`src/rtl/tt_sel_seq.sv`:
```
// tt_sel_seq: turns a valid/ready design-select request into the chip-top pad sequence
// disable -> selector reset -> N increment pulses -> enable, every phase PULSE_W cycles long.
module tt_sel_seq #(
    parameter int ADDR_W  = 10,
    parameter int PULSE_W = 4
) (
    input  logic              clk,
    input  logic              rst_n,
    input  logic              req_valid,
    output logic              req_ready,
    input  logic [ADDR_W-1:0] req_addr,
    input  logic              req_ena,
    output logic              busy,
    output logic              done,
    output logic [ADDR_W-1:0] cur_addr,
    output logic              ctrl_sel_rst_n,
    output logic              ctrl_sel_inc,
    output logic              ctrl_ena
);
    localparam int CW = $clog2(PULSE_W + 1);

    typedef enum logic [2:0] {IDLE, DIS, RST, REL, INC_H, INC_L, ENA} state_t;

    state_t            state_q, state_d;
    logic [CW-1:0]     cnt_q, cnt_d;
    logic [ADDR_W-1:0] rem_q, rem_d, tgt_q, cur_q;
    logic              ena_q, go_q, ready_q, busy_q, done_q, rstn_q, inc_q, cena_q;
    logic              accept, last, finish;

    // go_q delays the sequence start by one edge after accept; it also blocks a
    // second accept while req_ready still shows the pre-accept idle level.
    always_comb begin
        accept  = req_valid & ready_q & ~go_q & (state_q == IDLE);
        last    = cnt_q == CW'(PULSE_W - 1);
        state_d = state_q;
        rem_d   = rem_q;
        case (state_q)
            IDLE:    state_d = go_q ? DIS : IDLE;
            DIS:     state_d = last ? RST : DIS;
            RST:     state_d = last ? REL : RST;
            REL:     state_d = !last ? REL : (rem_q != '0) ? INC_H : ENA;
            INC_H:   state_d = last ? INC_L : INC_H;
            INC_L: begin
                if (last) begin
                    rem_d   = rem_q - 1'b1;
                    state_d = (rem_d != '0) ? INC_H : ENA;
                end
            end
            ENA:     state_d = last ? IDLE : ENA;
            default: state_d = IDLE;
        endcase
        cnt_d  = (state_q == IDLE || state_d != state_q) ? '0 : cnt_q + 1'b1;
        finish = (state_q == ENA) && (state_d == IDLE);
    end

    always_ff @(posedge clk or negedge rst_n) begin
        if (!rst_n) begin
            state_q <= IDLE;
            cnt_q   <= '0;
            rem_q   <= '0;
            tgt_q   <= '0;
            cur_q   <= '0;
            ena_q   <= 1'b0;
            go_q    <= 1'b0;
            ready_q <= 1'b0;
            busy_q  <= 1'b0;
            done_q  <= 1'b0;
            rstn_q  <= 1'b0;
            inc_q   <= 1'b0;
            cena_q  <= 1'b0;
        end else begin
            state_q <= state_d;
            cnt_q   <= cnt_d;
            rem_q   <= accept ? req_addr : rem_d;
            if (accept) begin
                tgt_q <= req_addr;
                ena_q <= req_ena;
            end
            if (finish) cur_q <= tgt_q;
            go_q    <= accept;
            ready_q <= state_d == IDLE;
            busy_q  <= state_d != IDLE;
            done_q  <= finish;
            rstn_q  <= state_d != RST;
            inc_q   <= state_d == INC_H;
            // enable is only driven in ENA and otherwise held through IDLE
            cena_q  <= (state_d == ENA) ? ena_q : (state_d == IDLE) ? cena_q : 1'b0;
        end
    end

    assign req_ready      = ready_q;
    assign busy           = busy_q;
    assign done           = done_q;
    assign cur_addr       = cur_q;
    assign ctrl_sel_rst_n = rstn_q;
    assign ctrl_sel_inc   = inc_q;
    assign ctrl_ena       = cena_q;
endmodule

```
`config.mk`:
```
export PLATFORM = sky130hd
export DESIGN_NAME = tt_sel_seq
export DESIGN_NICKNAME = d
export VERILOG_FILES = /design/src/rtl/tt_sel_seq.sv
export SDC_FILE = /design/constraint.sdc
export NUM_CORES = 1
export LEC_CHECK = 0
export CAP_MARGIN = 20
export CORE_MARGIN = 2
export CORE_UTILIZATION = 31
export DETAILED_ROUTE_END_ITERATION = 8
export GPL_ROUTABILITY_DRIVEN = 0
export PLACE_DENSITY = 0.57
export RECOVER_POWER = 25
export REMOVE_ABC_BUFFERS = 1
export SYNTH_ARGS = -nofsm -noshare
export SYNTH_HDL_FRONTEND = slang
export SYNTH_SLANG_ARGS = --single-unit
```
`constraint.sdc`:
```
create_clock -name clk -period 2.4 [get_ports clk]
set_input_delay 0.6 -clock clk [delete_from_list [all_inputs] [get_ports clk]]
set_output_delay 0.6 -clock clk [all_outputs]
set_load 0.03 [all_outputs]
```
==> results of run 1 <==
==> critical path, delay by kind of cell (launching register included) <==
kind,cells,cell delay [ns]
adder cells (fa/ha/maj),2,0.50
XOR/XNOR,1,0.19
AO/OA/AOI/OAI,1,0.06
AND/OR/NAND/NOR,3,0.94
flip-flops,1,0.35
==> power by group <==
part | internal, mW | leakage, nW | total, mW | switching, mW
clock network | 0.234 | 0.0445 | 0.484 | 0.250
logic | 0.418 | 0.532 | 0.926 | 0.508
registers | 0.999 | 0.562 | 1.22 | 0.221
total | 1.65 | 1.14 | 2.63 | 0.979
==> layout by cell type (no fill, tap or decap), types with 2 or more instances in the layout <==
master	n
nand4_1	2
nor2b_1	2
clkdlybuf4s50_1	28
a21oi_1	2
dfrtp_1	44
nand2_1	71
ha_1	4
nor3b_1	2
nor4_1	2
o21ai_0	12
xnor2_1	6
clkbuf_1	2
clkbuf_8	6
nand4b_1	2
buf_4	7
inv_1	8
o211ai_1	3
nor2_1	12
xor2_1	6
nor3_1	3
nand3_1	4
==> metal layers <==
layer / vias up / wire [um] / part of all wire
li1: 749 / - / -
met1: 708 / 2055 / 0.51
met2: 25 / 1764 / 0.44
met3: 5 / 157 / 0.039
met4: 0 / 47 / 0.012
met5: - / 0 / 0
==> layout make-up <==
cell class	count	area, sq um
fill	650	3787
timing repair buffer	36	336.6
multi-input combinational	148	795.8
clock buffer	7	86.33
inverter	8	30.03
tap	77	96.34
sequential	44	1101
clock inverter	1	7.507
==> per-stage QoR <==
| step | hold slack [ns] | util | worst slack, ns | cells | instance area (sq um) |
|---|---|---|---|---|---|
| after floorplan | 0.3044 | - | 0.2755 | 200 | 1927 |
| after global placement | 0.4222 | 0.3783 | 0.3291 | 313 | 2361 |
| after detailed placement | 0.4265 | 0.3783 | 0.2660 | 313 | 2361 |
| after CTS | 0.3631 | 0.3933 | 0.2541 | 321 | 2455 |
| after global routing | 0.4525 | 0.3931 | 0.1242 | 321 | 2454 |
| final | 0.4338 | 0.3931 | 0.2501 | 321 | 2454 |
==> cells by family (layout without fill, tap and decap cells) <==
family | after synthesis | in the layout | synth area share
and+or+nand+nor | 108 | 108 | 0.2444
DFF | 44 | 44 | 0.5587
AOI/OAI and AO/OA | 22 | 22 | 0.06985
buffers and inverters | 18 | 52 | 0.03746
xor gates and xnor gates | 12 | 12 | 0.05333
adders and majority gates | 4 | 4 | 0.02540
muxes | 2 | 2 | 0.01079
==> worst min-delay path by stage <==
stage | to | cells past startpoint | slack, ns
finish | cnt_q[0]$_DFF_PN0_ | 1 | 0.43
detailed placement | cnt_q[0]$_DFF_PN0_ | 1 | 0.43
CTS | ctrl_sel_rst_n$_DFF_PN0_ | 1 | 0.36
global route | cnt_q[0]$_DFF_PN0_ | 1 | 0.45
global placement | cnt_q[0]$_DFF_PN0_ | 1 | 0.42
floorplan | busy$_DFF_PN0_ | 0 | 0.30
==> state kept, by name (all words and copies together), names as in the netlist <==
register        count
ctrl_sel_rst_n      1
busy                1
tgt_q              10
ctrl_ena            1
cur_addr           10
done                1
state_q             3
rem_q              10
ctrl_sel_inc        1
go_q                1
ena_q               1
cnt_q               3
req_ready           1
==> impl_results.md, run 1 <==
* Height of the chip at 83.73 um
* Fin crit period at 2.150 ns
* Crit path capture: rem_q[9]$_DFFE_PN0P_
* Layout cells sized above 1 at 0.07787
* First-pass detailed-route iteration total at 4
* Critical Path RT at 2.59 ns
* Peak supply drop at 368.5 uV
* Initial drt markers at 33
* Num CTS Buffers at 5
* Failing checks: max-capacitance violations, max-slew violations
* Lkg Pwr at 1.138 nW
* Hold Crit Start: cnt_q[0]$_DFF_PN0_
* GRT met1 Usage at 0.1686
* EDFF count, synth at 0
* Final HPWL DP at 2722 um
* Normalized max-slew margin at -0.09879
* Die Width at 83.73 um
* Met2 Use GR at 0.1942
* PortBufs at 29
* Sequential-to-total area share from yosys stat at 0.5587
* CP Launch Type: flip-flop
* RSZ-0062 raised after global routing: no
* Crit-path slowest cell: or4b_1
* Post-Synthesis Cells at 210
* Synth Area per Inst at 9.384 sq um
* Largest net degree at the start of global routing at 32
* Remaining DRCs at 0
* DIE AREA at 0.007011 sq mm
* Clock slew at reported path FFs at 0.08 ns
* Root Buffer: clkbuf_8
* CP startpoint: cnt_q[0]$_DFF_PN0_
* Setup Fix Bufs, Post-CTS at 0
* Worst path max stage delay at 0.53 ns
* Synth cell types at 35
* IO Pins at 30
* ANT nets after route at 0
* CTS H-tree depth at 2
* Global-route wire length before repair at 7031 um
* Yosys Warn Count at 0
* Total GRT Usage at 0.1248
* Fin. Hold Viols at 0
* Initial core utilization at 0.3158
* Met3 global-route usage at 0.03858
* Post-cts sizing count at 0
* Hold/Removal Path Class: reg2reg
* Antenna violations before repair at 0
* Ys async rst share at 1.000
* Post-synth top cells: 71 x nand2_1, 44 x dfrtp_1, 12 x nor2_1, 12 x o21ai_0, 8 x inv_1
* Diodes inserted at 0
* Count leader, synth: nand2_1
* Sinks on the clock net at 44
* Synth area leaders: dfrtp_1 56%, nand2_1 14%, o21ai_0 3.0%
* Final nets at 261
* CP dominant cell by count: ha_1
* Critical path arrival at 2.34 ns
* Share of the synthesized area in the top cell type at 0.5587
* Final Max Tran Viols at 32
* Synth area leader: dfrtp_1
* Clk_lat worst skew at 0.29 ns
* Setup Skew at 0.005009 ns
* R2R cell count at 7
* GR peak layer: met2
* CTS tree: yes
* Hold_buf cts at 0
* Vias in the first global route at 1,528
* CP endpoint kind: flip-flop
* Seq cells post-synth at 44
* Finish-stage setup viols at 0
* Mapped Area at 0.001971 sq mm
* Fin crit share at 0.8958
* Actual slew at the worst max-slew pin at 1.648 ns
* Maxcap violations at 1
* Clock buffer depth at 2
* Area grow syn2layout at 24.51%
* Worst flop-to-flop path startpoint: cnt_q[0]$_DFF_PN0_
* Grt total ovfl at 0
* WL/cell at 12.54 um
* Total Wirelength at 4025 um
* CP cell instances: ha_1, ha_1, and4b_1, nand3_2, or4b_1, xor2_1, o21ai_2
* Routed via count at 1,487
* R2R Setup Slk at 0.25 ns
* Crit Path Max Fanout at 11
* Fmax at 465.1 MHz
* Status: complete, but fails checks
* Via density per instance at 4.632
* Core area at 0.006241 sq mm
* Cell Pwr Density at 1072 mW/mm^2
* PnR Total Power at 2.630 mW
* Main flop type after synthesis: dfrtp_1
* Setup TNS at 0 ns
* WS Path Type: reg2reg
* # rows at 29
* Worst R2R End: rem_q[9]$_DFFE_PN0P_
(Power assumes the default switching activity.)
==> run 2, diff against run 1 <==
--- a/config.mk
+++ b/config.mk
@@ -13,6 +13,7 @@
 export PLACE_DENSITY = 0.57
 export RECOVER_POWER = 25
 export REMOVE_ABC_BUFFERS = 1
+export SLEW_MARGIN = 20
 export SYNTH_ARGS = -nofsm -noshare
 export SYNTH_HDL_FRONTEND = slang
 export SYNTH_SLANG_ARGS = --single-unit
==> results of run 2 <==
Same layout as run 1: the final DEF is identical, and so are final timing and power.
==> run 3, diff against run 2 <==
--- a/config.mk
+++ b/config.mk
@@ -7,10 +7,10 @@
 export LEC_CHECK = 0
 export CAP_MARGIN = 20
 export CORE_MARGIN = 2
-export CORE_UTILIZATION = 31
+export CORE_UTILIZATION = 53
 export DETAILED_ROUTE_END_ITERATION = 8
 export GPL_ROUTABILITY_DRIVEN = 0
-export PLACE_DENSITY = 0.57
+export PLACE_DENSITY = 0.85
 export RECOVER_POWER = 25
 export REMOVE_ABC_BUFFERS = 1
 export SLEW_MARGIN = 20
==> run 3 against run 2 <==
  * The flow now finishes without violations
  * Combinational power decreased by 6.9%
  * Cell count decreased by 9.7%
  * Clock-buffer cell count decreased by 1
  * Sequential power about the same
  * Fmax increased by 1.4%
  * Critical path type unchanged
  * Largest cell class unchanged
==> impl_results.md, run 3 (synthesis results as in run 1) <==
* Status: complete, no violations
* Commonest cells after routing, fill and taps aside: 71 x nand2_1, 44 x dfrtp_1, 28 x clkdlybuf4s50_1, 12 x nor2_1, 12 x o21ai_0
* Worst R2R End: ctrl_ena$_DFFE_PN0P_
* Total Wirelength at 3721 um (-7.6%)
* CP dominant cell by count: ha_1
* R2R cell count at 6 (-1)
* Core area at 0.003606 sq mm (-42%)
* Remaining DRCs at 0 (unchanged)
* Via density per instance at 5.041 (+8.8%)
* Worst flop-to-flop path startpoint: cnt_q[0]$_DFF_PN0_
* PnR worst setup slack at 0.2803 ns (+0.03025 ns)
* Worst Path Buf+Inv at 0 (unchanged)
* Critical Path RT at 2.62 ns (+0.03 ns)
* FILL cells at 282 (-57%)
* Sequential power share at 0.493 (+0.029)
* Total GRT Usage at 0.2097 (+0.08489)
* Hold_buf cts at 0 (unchanged)
* Crit-path slowest cell: o311ai_0
* Layout cells sized above 1 at 0.07438 (-0.003489)
* R2R Setup Slk at 0.28 ns (+0.03 ns)
* Worst slack, placed at 0.2850 ns (+0.01900 ns)
* Cell count of the worst hold path at 1 (unchanged)
* Design Area, Final at 0.002392 sq mm (-2.5%)
* Hold EP: cnt_q[0]$_DFF_PN0_
* WS Path Type: reg2reg
* Post-DP Area at 0.002330 sq mm (-1.3%)
* Lkg Pwr at 1.132 nW (-0.59%)
* Vias in the first global route at 1,472 (-3.7%)
* DIE AREA at 0.004222 sq mm (-40%)
* Clock slew at reported path FFs at 0.07 ns (about the same)
* Largest net degree at the start of global routing at 45 (+41%)
* First-pass detailed-route iteration total at 4 (unchanged)
* Setup TNS at 0 ns (unchanged)
* Clock buffer depth at 2 (unchanged)
* Initial drt markers at 96 (+190%)
* Critical path arrival at 2.34 ns (about the same)
* Switching Share at 0.3739 (+0.001750)
* Critical path's top delay family: compound AO/OA/AOI/OAI gates
* Initial core utilization at 0.5465 (+0.2307)
* Clock Power Share at 0.168 (-0.016)
* Fmax at 471.8 MHz (+1.4%)
* Clk_lat worst skew at 0.29 ns (about the same)
* Post-cts sizing count at 0 (unchanged)
* Setup Fix Bufs, Post-CTS at 0 (unchanged)
* # rows at 22 (-24%)
* Routed via count at 1,462 (-1.7%)
* Antenna violations before repair at 0 (unchanged)
* Die Width at 64.98 um (-22%)
* CP Launch Type: flip-flop
* Num CTS Buffers at 5 (unchanged)
* Crit Path Max Fanout at 11 (unchanged)
* Final core occ at 0.6634 (+0.2703)
* Logic gate share of total power at 0.339 (-0.013)
* Hold Crit Start: cnt_q[0]$_DFF_PN0_
* ANT nets after route at 0 (unchanged)
* CP endpoint kind: flip-flop
* Diodes inserted at 0 (unchanged)
* Normalized max-slew margin at 0.3078 (+0.4066)
* Switching pwr at 0.9510 mW (-2.8%)
* Fin. Hold Viols at 0 (unchanged)
* Peak supply drop at 451.5 uV (+23%)
* Fin crit share at 0.8832 (-0.01260)
* Final Max Tran Viols at 0 (-100%)
* Area grow syn2layout at 21.40%
* WL/cell at 12.83 um (+2.3%)
* Actual slew at the worst max-slew pin at 1.038 ns (-0.6100 ns)
* Placed cells at 283 (-9.6%)
* Root Buffer: clkbuf_8
* Global-route wire length before repair at 6651 um (-5.4%)
* Worst path max stage delay at 0.62 ns (+0.09 ns)
* Final nets at 260 (-0.38%)
* Sinks on the clock net at 44 (unchanged)
* CP cell instances: ha_1, ha_1, mux2_2, o311ai_0, nand2_1, mux2i_1
* CTS tree: yes
* CTS H-tree depth at 2 (unchanged)
* Grt total ovfl at 0 (unchanged)
* RSZ-0062 raised after global routing: no
* Commonest non-fill, non-tap cell in the layout: nand2_1
* Fin crit period at 2.120 ns (-0.03025 ns)
* Cell Pwr Density at 1063 mW/mm^2 (-0.80%)
* Finish-stage setup viols at 0 (unchanged)
* Hold/Removal Path Class: reg2reg
* Height of the chip at 64.98 um (-22%)
* Maxcap violations at 0 (-1)
* Final HPWL DP at 2596 um (-4.6%)
* Internal at 1.592 mW (-3.6%)
* IO Pins at 30 (unchanged)
* Setup Skew at 0.003615 ns (-0.001393 ns)
* PortBufs at 29 (unchanged)
* Non-Filler Instances at 290 (-9.7%)
[run 3: per-layer routing]
layer	routed length (um)	global-route usage	part of all wire	vias up
li1	-	-	-	744
met1	1706	0.2633	0.46	681
met2	1797	0.3492	0.48	31
met3	146	0.03125	0.039	6
met4	70	0.1117	0.019	0
met5	0	0	0	-
[run 3: power by group through the flow]
stage	Sequential (mW)	Combinational, mW	Clock, mW
2_1_floorplan	1.29	0.535	0
3_5_place_dp	1.26	0.878	0
4_1_cts	1.25	0.878	0.441
5_1_grt	1.30	0.978	0.473
6_report	1.25	0.862	0.427
3_3_place_gp	1.25	0.842	0
[run 3: layout make-up]
type	count	area, sq um	share of cell area
clock buffers	6	72.57	0.03033
clock inverters	1	5.005	0.002092
inverters	8	30.03	0.01255
multi-input cells	148	795.8	0.3326
flip-flops and latches	44	1101	0.4603
well taps	48	60.06	0.02510
repair buffers	35	327.8	0.1370
[run 3: worst max path at each step]
stage	to	cells after the start	from	slack [ns]
after detailed placement	ctrl_ena$_DFFE_PN0P_	7	cnt_q[0]$_DFF_PN0_	0.28
after floorplan	rem_q[9]$_DFFE_PN0P_	7	cnt_q[0]$_DFF_PN0_	0.28
after CTS	ctrl_ena$_DFFE_PN0P_	6	cnt_q[0]$_DFF_PN0_	0.28
after global placement	ctrl_ena$_DFFE_PN0P_	6	cnt_q[0]$_DFF_PN0_	0.36
final	ctrl_ena$_DFFE_PN0P_	6	cnt_q[0]$_DFF_PN0_	0.28
after global routing	ctrl_ena$_DFFE_PN0P_	6	cnt_q[0]$_DFF_PN0_	0.009
[run 3: per-stage QoR]
step                total power [mW]  hold WS [ns]
finish                         2.543        0.4359
floorplan                      1.827        0.3044
CTS                            2.571        0.2792
detailed placement             2.140        0.4282
global placement               2.089        0.4176
global route                   2.751        0.4836
